<file path="config.mk">
export PLATFORM = sky130hd
export DESIGN_NAME = decode_8b10b_rx
export DESIGN_NICKNAME = d
export VERILOG_FILES = /design/src/rtl/decode_8b10b_rx_pkg.sv /design/src/rtl/decode_8b10b_lut.sv /design/src/rtl/decode_8b10b_rx.sv
export SDC_FILE = /design/constraint.sdc
export NUM_CORES = 1
export LEC_CHECK = 0
export CORE_ASPECT_RATIO = 0.8
export CORE_MARGIN = 2
export CORE_UTILIZATION = 45
export CTS_CLUSTER_SIZE = 28
export DETAILED_ROUTE_END_ITERATION = 8
export SKIP_CTS_REPAIR_TIMING = 1
export SYNTH_ARGS = -nofsm -noshare
export SYNTH_HDL_FRONTEND = slang
export SYNTH_SLANG_ARGS = --single-unit
</file>
<file path="constraint.sdc">
create_clock -name clk -period 14.7 [get_ports clk]
set_input_delay 2.94 -clock clk [delete_from_list [all_inputs] [get_ports clk]]
set_output_delay 2.94 -clock clk [all_outputs]
set_load 0.005 [all_outputs]
</file>
<file path="src/rtl/decode_8b10b_rx_pkg.sv">
// Shared constants and types for the 8b/10b receive path: comma codewords,
// alignment states, disparity classes and a small popcount helper.
package decode_8b10b_rx_pkg;

    // Words are held in transmit layout {fghj, abcdei}.
    localparam logic [9:0] COMMA_POSTV = 10'b1010_001111;
    localparam logic [9:0] COMMA_NEGTV = 10'b0101_110000;

    typedef enum logic [1:0] {
        HUNT   = 2'd0,
        VERIFY = 2'd1,
        LOCKED = 2'd2
    } align_state_t;

    typedef enum logic [1:0] {
        DISP_ZERO = 2'b00,
        DISP_POS  = 2'b01,
        DISP_BAD  = 2'b10,
        DISP_NEG  = 2'b11
    } disp_class_t;

    function automatic logic [3:0] count_ones(input logic [9:0] w);
        logic [3:0] n;
        n = '0;
        for (int i = 0; i < 10; i++) n = n + {3'b000, w[i]};
        return n;
    endfunction

endpackage

</file>
<file path="src/rtl/decode_8b10b_lut.sv">
// Combinational 10b->8b reverse lookup: decodes a {fghj, abcdei} word into
// a byte, flags commas and legal codes, and classifies word disparity.
module decode_8b10b_lut
    import decode_8b10b_rx_pkg::*;
(
    input  logic [9:0] word,
    output logic [7:0] data,
    output logic       is_comma,
    output logic       code_ok,
    output logic [1:0] disp_class
);

    logic [4:0] d5;
    logic [2:0] d3;
    logic       ok6;
    logic       ok4;

    // NOTE: every variable gets a default before the case so no path leaves it unassigned (no latch).
    always_comb begin
        d5  = '0;
        ok6 = 1'b1;
        case (word[5:0])
            6'b100111, 6'b011000: d5 = 5'd0;
            6'b011101, 6'b100010: d5 = 5'd1;
            6'b101101, 6'b010010: d5 = 5'd2;
            6'b110001:            d5 = 5'd3;
            6'b110101, 6'b001010: d5 = 5'd4;
            6'b101001:            d5 = 5'd5;
            6'b011001:            d5 = 5'd6;
            6'b111000, 6'b000111: d5 = 5'd7;
            6'b111001, 6'b000110: d5 = 5'd8;
            6'b100101:            d5 = 5'd9;
            6'b010101:            d5 = 5'd10;
            6'b110100:            d5 = 5'd11;
            6'b001101:            d5 = 5'd12;
            6'b101100:            d5 = 5'd13;
            6'b011100:            d5 = 5'd14;
            6'b010111, 6'b101000: d5 = 5'd15;
            6'b011011, 6'b100100: d5 = 5'd16;
            6'b100011:            d5 = 5'd17;
            6'b010011:            d5 = 5'd18;
            6'b110010:            d5 = 5'd19;
            6'b001011:            d5 = 5'd20;
            6'b101010:            d5 = 5'd21;
            6'b011010:            d5 = 5'd22;
            6'b111010, 6'b000101: d5 = 5'd23;
            6'b110011, 6'b001100: d5 = 5'd24;
            6'b100110:            d5 = 5'd25;
            6'b010110:            d5 = 5'd26;
            6'b110110, 6'b001001: d5 = 5'd27;
            6'b001110:            d5 = 5'd28;
            6'b101110, 6'b010001: d5 = 5'd29;
            6'b011110, 6'b100001: d5 = 5'd30;
            6'b101011, 6'b010100: d5 = 5'd31;
            default:              ok6 = 1'b0;
        endcase
    end

    // Both primary and alternate x.7 encodings map to 7.
    always_comb begin
        d3  = '0;
        ok4 = 1'b1;
        case (word[9:6])
            4'b1011, 4'b0100:                   d3 = 3'd0;
            4'b1001:                            d3 = 3'd1;
            4'b0101:                            d3 = 3'd2;
            4'b1100, 4'b0011:                   d3 = 3'd3;
            4'b1101, 4'b0010:                   d3 = 3'd4;
            4'b1010:                            d3 = 3'd5;
            4'b0110:                            d3 = 3'd6;
            4'b1110, 4'b0001, 4'b0111, 4'b1000: d3 = 3'd7;
            default:                            ok4 = 1'b0;
        endcase
    end

    always_comb begin
        case (count_ones(word))
            4'd4:    disp_class = DISP_NEG;
            4'd5:    disp_class = DISP_ZERO;
            4'd6:    disp_class = DISP_POS;
            default: disp_class = DISP_BAD;
        endcase
    end

    assign data     = {d3, d5};
    assign is_comma = (word == COMMA_POSTV) || (word == COMMA_NEGTV);
    assign code_ok  = ok6 && ok4 && (disp_class != DISP_BAD);

endmodule

</file>
<file path="src/rtl/decode_8b10b_rx.sv">
// 8b/10b receiver: comma hunt, word alignment lock, decode, running-disparity
// checking and a saturating link error counter.
module decode_8b10b_rx
    import decode_8b10b_rx_pkg::*;
#(
    parameter int LOCK_COMMAS = 2,
    parameter int UNLOCK_ERRS = 4,
    parameter int ERRCNT_W    = 16
) (
    input  logic                clk,
    input  logic                rst_n,
    input  logic                bit_in,
    input  logic                bit_valid,
    output logic [7:0]          data_out,
    output logic                data_valid,
    output logic                idle_out,
    output logic                code_err,
    output logic                disp_err,
    output logic                locked,
    output logic [ERRCNT_W-1:0] err_count,
    input  logic                err_clr
);

    localparam int CCNT_W = $clog2(LOCK_COMMAS + 1);
    localparam int ECNT_W = $clog2(UNLOCK_ERRS + 1);
    localparam logic [CCNT_W-1:0] LOCK_LAST   = CCNT_W'(LOCK_COMMAS - 1);
    localparam logic [ECNT_W-1:0] UNLOCK_LAST = ECNT_W'(UNLOCK_ERRS - 1);

    align_state_t      state;
    logic [8:0]        window;      // last nine bits; the incoming bit completes the word
    logic [9:0]        window_nxt;
    logic [3:0]        bit_cnt;
    logic [CCNT_W-1:0] comma_cnt;
    logic [ECNT_W-1:0] consec_err;
    logic              rd;

    logic [7:0]        lut_data;
    logic              lut_comma;
    logic              lut_ok;
    logic [1:0]        lut_disp;

    logic              boundary;
    logic              rd_nxt;
    logic              word_disp_err;
    logic              word_bad;
    logic              lock_err;

    assign window_nxt = {window, bit_in};
    assign boundary   = (bit_cnt == 4'd9);

    decode_8b10b_lut u_lut (
        .word       (window_nxt),
        .data       (lut_data),
        .is_comma   (lut_comma),
        .code_ok    (lut_ok),
        .disp_class (lut_disp)
    );

    // A wrong-sign word still resynchronises rd to the sign it carried.
    always_comb begin
        rd_nxt        = rd;
        word_disp_err = 1'b0;
        if (lut_comma) begin
            rd_nxt = (window_nxt == COMMA_POSTV);
        end else if (lut_ok) begin
            case (disp_class_t'(lut_disp))
                DISP_POS: begin rd_nxt = 1'b1; word_disp_err = rd;  end
                DISP_NEG: begin rd_nxt = 1'b0; word_disp_err = ~rd; end
                default:  ;
            endcase
        end
    end

    assign word_bad = !lut_comma && (!lut_ok || word_disp_err);
    // In LOCKED a comma off the word boundary counts as a bad word, not a realignment.
    assign lock_err = bit_valid && (state == LOCKED) && (boundary ? word_bad : lut_comma);

    assign locked = (state == LOCKED);

    // NOTE: sequential state uses non-blocking assignments so every register samples pre-edge values.
    always_ff @(posedge clk or negedge rst_n) begin
        if (!rst_n) begin
            state      <= HUNT;
            window     <= '0;
            bit_cnt    <= '0;
            comma_cnt  <= '0;
            consec_err <= '0;
            rd         <= 1'b0;
            data_out   <= '0;
            data_valid <= 1'b0;
            idle_out   <= 1'b0;
            code_err   <= 1'b0;
            disp_err   <= 1'b0;
            err_count  <= '0;
        end else begin
            data_valid <= 1'b0;
            idle_out   <= 1'b0;
            code_err   <= 1'b0;
            disp_err   <= 1'b0;

            if (err_clr)
                err_count <= '0;
            else if (lock_err && (err_count != '1))
                err_count <= err_count + 1'b1;

            if (bit_valid) begin
                window  <= window_nxt[8:0];
                bit_cnt <= boundary ? 4'd0 : bit_cnt + 4'd1;

                case (state)
                    HUNT: begin
                        if (lut_comma) begin
                            bit_cnt    <= 4'd0;
                            comma_cnt  <= CCNT_W'(1);
                            rd         <= rd_nxt;
                            consec_err <= '0;
                            state      <= (LOCK_COMMAS <= 1) ? LOCKED : VERIFY;
                        end
                    end
                    VERIFY: begin
                        if (boundary) begin
                            if (lut_comma) begin
                                idle_out  <= 1'b1;
                                rd        <= rd_nxt;
                                comma_cnt <= comma_cnt + 1'b1;
                                if (comma_cnt == LOCK_LAST) state <= LOCKED;
                            end else if (word_bad) begin
                                state <= HUNT;
                            end else begin
                                rd <= rd_nxt;
                            end
                        end
                    end
                    LOCKED: begin
                        if (boundary && lut_comma) begin
                            idle_out <= 1'b1;
                            rd       <= rd_nxt;
                        end else if (boundary && !lut_ok) begin
                            code_err <= 1'b1;
                        end else if (boundary) begin
                            data_valid <= 1'b1;
                            disp_err   <= word_disp_err;
                            data_out   <= lut_data;
                            rd         <= rd_nxt;
                        end else if (lut_comma) begin
                            code_err <= 1'b1;
                        end

                        if (lock_err) begin
                            consec_err <= consec_err + 1'b1;
                            if (consec_err == UNLOCK_LAST) state <= HUNT;
                        end else if (boundary) begin
                            consec_err <= '0;
                        end
                    end
                    default: state <= HUNT;
                endcase
            end
        end
    end

endmodule
</file>
; ---- Yosys cells after proc, flatten, opt, wreduce, memory -nomap -nowiden
; Cells that the tools add are included.
; W data, S select, Z words.
[word_totals]
reg_bits = 49
input_bits = 5
output_inout_bits = 29
wordCells = 213
[classes]
add_sub_neg = 13
n_eq_ne = 85
muxes = 60
bitwise_logic = 3
n_reduce_logical = 40
[op_table]
columns = operator, n
row1 = $pmux W5 S31, 1
row2 = $eq A6 B6 Y1 const B, 23
row3 = $eq A6 B5 Y1 const B, 14
row4 = $reduce_or A46 Y1, 1
row5 = $eq A6 B4 Y1 const B, 6
row6 = $mux W1, 33
row7 = $add A4 B1 Y4, 8
row8 = $eq A4 B4 Y1 const B, 8
row9 = $mux W16, 2
row10 = $reduce_or A2 Y1, 15
row11 = $eq A4 B3 Y1 const B, 7
row12 = $pmux W3 S7, 1
row13 = $eq A6 B3 Y1 const B, 3
row14 = $mux W2, 9
row15 = $add A16 B1 Y16 const B, 1
row16 = $ne A16 B16 Y1 const B, 1
row17 = $reduce_and A7 Y1, 2
row18 = $reduce_or A14 Y1, 1
row19 = $mux W4, 3
row20 = $ne A3 B3 Y1 const B, 4
row21 = $pmux W2 S3, 2
row22 = $eq A10 B10 Y1 const B, 1
row23 = $eq A10 B9 Y1 const B, 1
row24 = $reduce_and A5 Y1, 2
row25 = 26 further kinds, 52

; ---- Depth between registers and ports, before layout
[logic_depth]
word_depth = 22
mapped_depth = 17
ltp_nobuf = 16

; ---- Cells and area by module
; A second synthesis with hierarchy kept.
[unflattened]
hier_cells = 380
hier_area_um2 = 3502.1
[by_module_without_submodules]
columns = mod, instances, cells_each, area_per_inst_um2
row1 = decode_8b10b_rx, 1, 247, 2600.0
row2 = decode_8b10b_lut, 1, 133, 902.1

; ---- Least setup slack after synthesis
; OpenSTA, ideal clock, no wires.
[synth_path]
kind = input -> register
startpoint = in bit_in
endpoint = reg data_out[0]
t_arrival_ns = 7.249
required_time_ns = 14.575
slack_ns = 7.327
cell_stages = 15
path_buffers = 0
path_cell_list = inv_1 ha_1 inv_1 fa_1 fa_1 fa_1 fa_1 inv_1 fa_1 or4b_1 o32ai_1 o2111ai_1 o21bai_4 nor4_4 mux2_2
[synth_between]
elab_chain_cells = 17
[synth_lines]
columns = item, line
row1 = start: declaration, decode_8b10b_rx.sv:12  ; input logic bit_in,
row2 = $add A1 B1 Y2, decode_8b10b_rx_pkg.sv:25  ; for (int i = 0; i < 10; i++) n = n + {3'b000, w[i]};
row3 = $add A4 B1 Y4 (8 in series), decode_8b10b_rx_pkg.sv:25
row4 = $eq A4 B3 Y1, decode_8b10b_lut.sv:77  ; case (count_ones(word))
row5 = $pmux W2 S3, decode_8b10b_lut.sv:77
row6 = $ne A2 B2 Y1, decode_8b10b_lut.sv:87  ; assign code_ok = ok6 && ok4 && (disp_class != DISP_BAD);
row7 = $logic_and A1 B1 Y1, decode_8b10b_lut.sv:87
row8 = $logic_not A1 Y1, decode_8b10b_rx.sv:138  ; end else if (boundary && !lut_ok) begin
row9 = $logic_and A1 B1 Y1, decode_8b10b_rx.sv:138
row10 = $not A1 Y1 (no line), -
row11 = $reduce_and A5 Y1 (no line), -
row12 = end signal: assignment, decode_8b10b_rx.sv:143  ; data_out <= lut_data;
row13 = end: declaration, decode_8b10b_rx.sv:14  ; output logic [7:0] data_out,
; Parallel ways exist; a longest one is shown, timed or not.
; A chain may end at the register's enable or synchronous reset.

; ---- Worst setup path after layout
[layout_path]
startpoint = in bit_in
endpoint = reg err_count[12]
[layout_between]
elab_chain_cells = 21
[layout_lines]
columns = item, line
row1 = $add A1 B1 Y2, decode_8b10b_rx_pkg.sv:25
row2 = $add A4 B1 Y4 (8 in series), decode_8b10b_rx_pkg.sv:25
row3 = $eq A4 B3 Y1, decode_8b10b_lut.sv:77
row4 = $pmux W2 S3, decode_8b10b_lut.sv:77
row5 = "$eq A2 B2 Y1, or another cell as far along", decode_8b10b_rx.sv:66  ; case (disp_class_t'(lut_disp))
row6 = $pmux W1 S2 / $logic_and A1 B1 Y1 (equally long branches), "decode_8b10b_rx.sv:66, decode_8b10b_lut.sv:87"
row7 = $mux W1, decode_8b10b_rx.sv:65  ; end else if (lut_ok) begin
row8 = $mux W1, decode_8b10b_rx.sv:63  ; if (lut_comma) begin
row9 = $logic_or A1 B1 Y1, decode_8b10b_rx.sv:74  ; assign word_bad = !lut_comma && (!lut_ok || word_disp_err);
row10 = $logic_and A1 B1 Y1, decode_8b10b_rx.sv:74
row11 = $mux W1 *, decode_8b10b_rx.sv:76  ; assign lock_err = bit_valid && (state == LOCKED) && (boundary ? word_bad : lut_comma);
row12 = $logic_and A1 B1 Y1 *, decode_8b10b_rx.sv:76
row13 = $logic_and A1 B1 Y1 *, decode_8b10b_rx.sv:103  ; else if (lock_err && (err_count != '1))
row14 = $reduce_bool A2 Y1 (no line) *, -
row15 = end signal: assignment, decode_8b10b_rx.sv:104  ; err_count <= err_count + 1'b1;
row16 = end: declaration, decode_8b10b_rx.sv:20  ; output logic [ERRCNT_W-1:0] err_count,
; Mark *: on every way between the ends. The rest lies on a longest branch, timed or not.

==> results summary <==
Among all flip-flop cells after synthesis, the most frequent one is sky130_fd_sc_hd__dfrtp_1. The overall power after layout is 445 µW. The clock passes through at most 2 buffers. The count of yosys warnings during synthesis is 0. The count of buffer and inverter cells on the critical path came out at 4. The overall routing resource usage came out at 20.6%. Using the TritonRoute via totals, the vias-per-cell ratio works out to 5.98.

During placement, the flow inserted port buffers numbering 33. The number of antenna violations at the first check in global routing came to 0. The critical path required time came out at 14.91 ns. The final hold slack came out at 0.497 ns.

The largest individual stage delay along the critical path comes from the cell sky130_fd_sc_hd__o21a_1. The final-stage net count is 478. The per-instance average area after synthesis came out at 8.56 µm². The leakage power is 1.72 nW. The areal power density over the cells came out at 106 nW/µm². The final critical delay including setup and external delays is 8.03 ns. STA classifies the critical path endpoint as a flip-flop.

The final-report setup violation count came out at 0. The worst stage delay on the critical path came out at 0.64 ns. In the synthesized netlist the async set-or-reset flop fraction comes to 100%. The startpoint identified for the worst register-to-register timing path is window[1]. The via count of the first global-routing pass came out at 3023. Walking the worst path, the cells encountered are clkdlybuf4s50_1, inv_1, ha_1, inv_1, fa_1, fa_1, fa_1, fa_1, inv_1, fa_1, or4b_1, o32ai_1, o2111ai_1, a211oi_1, o21a_1, nor3_1, mux2_2. Max-cap violations in this run came to 0.

The flow ran to the end, and the final reports show no timing, DRC or antenna violations. The netlist uses 66 different library cells. The kind of path behind the tightest hold check is reg2reg.

The area of the die is 9120 µm². The library cells used most frequently in the layout, excluding fill and tap cells, are sky130_fd_sc_hd__dfrtp_1 (49), sky130_fd_sc_hd__nand2_1 (48), sky130_fd_sc_hd__clkdlybuf4s50_1 (32). The number of H-tree branching levels is 2.

The number of search-and-repair iterations in the first detailed-routing pass is 5. The worst clock skew came out at 0.00667 ns. The worst hold path depth is 2.

The total of flip-flops plus latches after synthesis is 49. The headroom to the max-slew limit is 27.0%. The area inside the core boundary came out at 8020 µm². The area overhead of the layout relative to synthesis came out at 11.9%.

The number of placed I/O pins is 34. The portion of the clock cycle consumed by the worst path in the final layout came out at 54.6%. Yosys mapped a number of flops with a built-in enable equal to 0. The synthesized netlist cell count is 440. In this run, the number of DRC markers left after iteration 0 of detailed routing was 154. Timing would allow up to 0.125 GHz.

The post-route netlist has 6.42% of its cells at a drive strength greater than 1. By startpoint and endpoint, the worst setup path is classified as in2reg. The number of filler cells placed in the layout came out at 740. The post-detailed-routing wire length came out at 8910 µm. The total count of hold-check failures in the final report came out at 0.

The total number of vias is 3346. For the pin with the worst max-slew slack, the measured transition is 1.09 ns. The startpoint of the lowest-slack hold path is comma_cnt[1]. Leaving out fill and tap cells, the most frequent cell in the layout is sky130_fd_sc_hd__dfrtp_1. Setup repair after global routing left no endpoint under its margin.

The final count of pins violating max slew is 0. At the later pin of the worst-skew pair, clock insertion delay measures 0.31 ns. The number of antenna cells inserted came out at 0. The area of the mapped netlist came out at 3770 µm². The buffer cell driving the clock tree root is sky130_fd_sc_hd__clkbuf_8.

In the final layout, flip-flops and latches occupy 1230 µm². In this design, the largest share of critical-path delay is due to adder cells. The post-detailed-route DRC marker count is 0. Across all register-to-register paths, the minimum setup slack is 8.88 ns. TritonCTS built the clock tree. The maximum VDD drop came out at 0.0642 mV. The average wire length per cell after detail routing is 15.9 µm. The starting density of the core came out at 47.0%. The congestion estimate from routability-driven global placement came to 0.870. The worst setup path is launched from a primary input. The number of nets produced by synthesis is 467. The number of clock buffers inserted by TritonCTS is 5. The residual overflow from global routing came out at 0. The path with the worst hold slack has its endpoint at comma_cnt[1]. The post-detailed-route count of antenna-violating nets came out at 0. The depth of the worst register-to-register path is 14. The final total negative setup slack came out at 0 ns. The most numerous cell type found on the critical path is sky130_fd_sc_hd__fa_1.

The data arrival time of the worst path is 8.24 ns. The worst register-to-register path ends at err_count[12]. The area of the multi-input gates is 2260 µm². The first-pass GRT wire length came out at 15300 µm. The placed instances occupy a cell area of 4080 µm². The clock input transition at the sequential cells of the worst setup and hold paths is 0.10 ns.

From left edge to right edge, the die measures 106 µm. The height of the die came out at 85.8 µm. The number of standard-cell rows in the floorplan came out at 29.

The final cell area excluding filler cells is 4210 µm². The HPWL after detailed placement is 6100 µm. The portion of the post-synthesis area used by sequential elements came out at 32.6%. Entering global routing, the biggest net connects 50 pins. The top fanout value on the critical path came out at 22. The number of clock sinks seen by CTS is 49.
-- registers in the layout, indices dropped and copies added, names as in the netlist --
signal and flops:
err_count 16, window 9, consec_err 3, data_valid 1, comma_cnt 2, bit_cnt 4
disp_err 1, state 2, data_out 8, code_err 1, rd 1, idle_out 1
-- cells in the mapped netlist (3+ instances only) --
master                     number  area share, %
sky130_fd_sc_hd__inv_1         30            3.0
sky130_fd_sc_hd__nor3b_1        3           0.60
sky130_fd_sc_hd__nand2b_1       8            1.3
sky130_fd_sc_hd__a21oi_1       24            3.2
sky130_fd_sc_hd__nor3_1         9            1.2
sky130_fd_sc_hd__nand3_1       15            2.0
sky130_fd_sc_hd__o32ai_1        3           0.70
sky130_fd_sc_hd__and3_1         8            1.3
sky130_fd_sc_hd__buf_6          4            1.2
sky130_fd_sc_hd__nand4_1       11            1.8
sky130_fd_sc_hd__a311oi_1       4           0.93
sky130_fd_sc_hd__fa_1           6            3.2
sky130_fd_sc_hd__o21ai_0       31            4.1
sky130_fd_sc_hd__nand3b_1       5            1.0
sky130_fd_sc_hd__a31oi_1        3           0.50
sky130_fd_sc_hd__nor2b_1       12            2.0
sky130_fd_sc_hd__a22oi_1        3           0.60
sky130_fd_sc_hd__o21a_1         3           0.60
sky130_fd_sc_hd__o31ai_1       11            2.2
sky130_fd_sc_hd__mux2_2        12            3.6
sky130_fd_sc_hd__nor2_1        23            2.3
sky130_fd_sc_hd__nand2_1       48            4.8
sky130_fd_sc_hd__buf_2         10            1.3
sky130_fd_sc_hd__o211ai_1       4           0.80
sky130_fd_sc_hd__and2_1         8            1.3
sky130_fd_sc_hd__ha_1          16            5.3
sky130_fd_sc_hd__clkbuf_1      13            1.3
sky130_fd_sc_hd__or4_1          8            1.6
sky130_fd_sc_hd__mux2i_1        9            2.4
sky130_fd_sc_hd__dfrtp_1       49             33
sky130_fd_sc_hd__o22ai_1        4           0.66
sky130_fd_sc_hd__a211oi_1       3           0.60
-- worst max-delay path by stage --
stage                     slack (ns)   start       endpoint  cells after the start
final                           6.67  bit_in  err_count[12]                     17
after global routing            6.30  bit_in  err_count[12]                     17
after CTS                       6.69  bit_in  err_count[12]                     17
after detailed placement        6.35  bit_in  err_count[12]                     17
after global placement          6.47  bit_in   err_count[0]                     17
after floorplan                 7.33  bit_in    data_out[0]                     15
-- layer usage --
metal  share of wire (%)  wire (µm)  up-vias  track usage (%)
met3                 5.1        452        9             2.96
met5                   0          0        -                0
met2                  44       3930       91             31.7
li1                    -          -     1606                -
met4                 1.1         96        0             4.78
met1                  50       4430     1640             30.9
-- cell families after synthesis --
| logic type | count (synthesis) | share of synthesized area (%) |
|---|---|---|
| muxes | 21 | 5.98 |
| xor gates and xnor gates | 4 | 1.13 |
| DFF | 49 | 32.6 |
| adders and majority gates | 22 | 8.51 |
| buffers and inverters | 61 | 7.38 |
| and+or+nand+nor | 173 | 25.2 |
| AOI/OAI and AO/OA | 110 | 19.2 |
-- report_power, final --
part	total [mW]	internal [mW]	switching (mW)
registers	0.164	0.144	0.0205
clock network	0.120	0.0686	0.0510
logic	0.161	0.0636	0.0978
total	0.445	0.276	0.169
-- tightest hold or removal path, stage by stage, from the launching register on --
cell and delay (ns):
sky130_fd_sc_hd__dfrtp_1 0.36, sky130_fd_sc_hd__nand2_1 0.05, sky130_fd_sc_hd__o21ai_0 0.06
-- stage by stage --
step,setup slack (ns),cells,utilization [%]
after global placement,6.47,552,50.8
final,6.67,560,52.6
after detailed placement,6.35,552,50.8
after global routing,6.30,560,52.6
after floorplan,7.33,440,-
after CTS,6.69,560,52.6
-- area by class of cell --
cell class,count,area share [%]
tap,108,3.21
sequential,49,29.1
clock buffer,5,1.63
multi-input combinational,330,53.7
inverter,30,2.67
timing repair buffer,35,8.08
clock inverter,3,1.63
(Power assumes the default switching activity.)
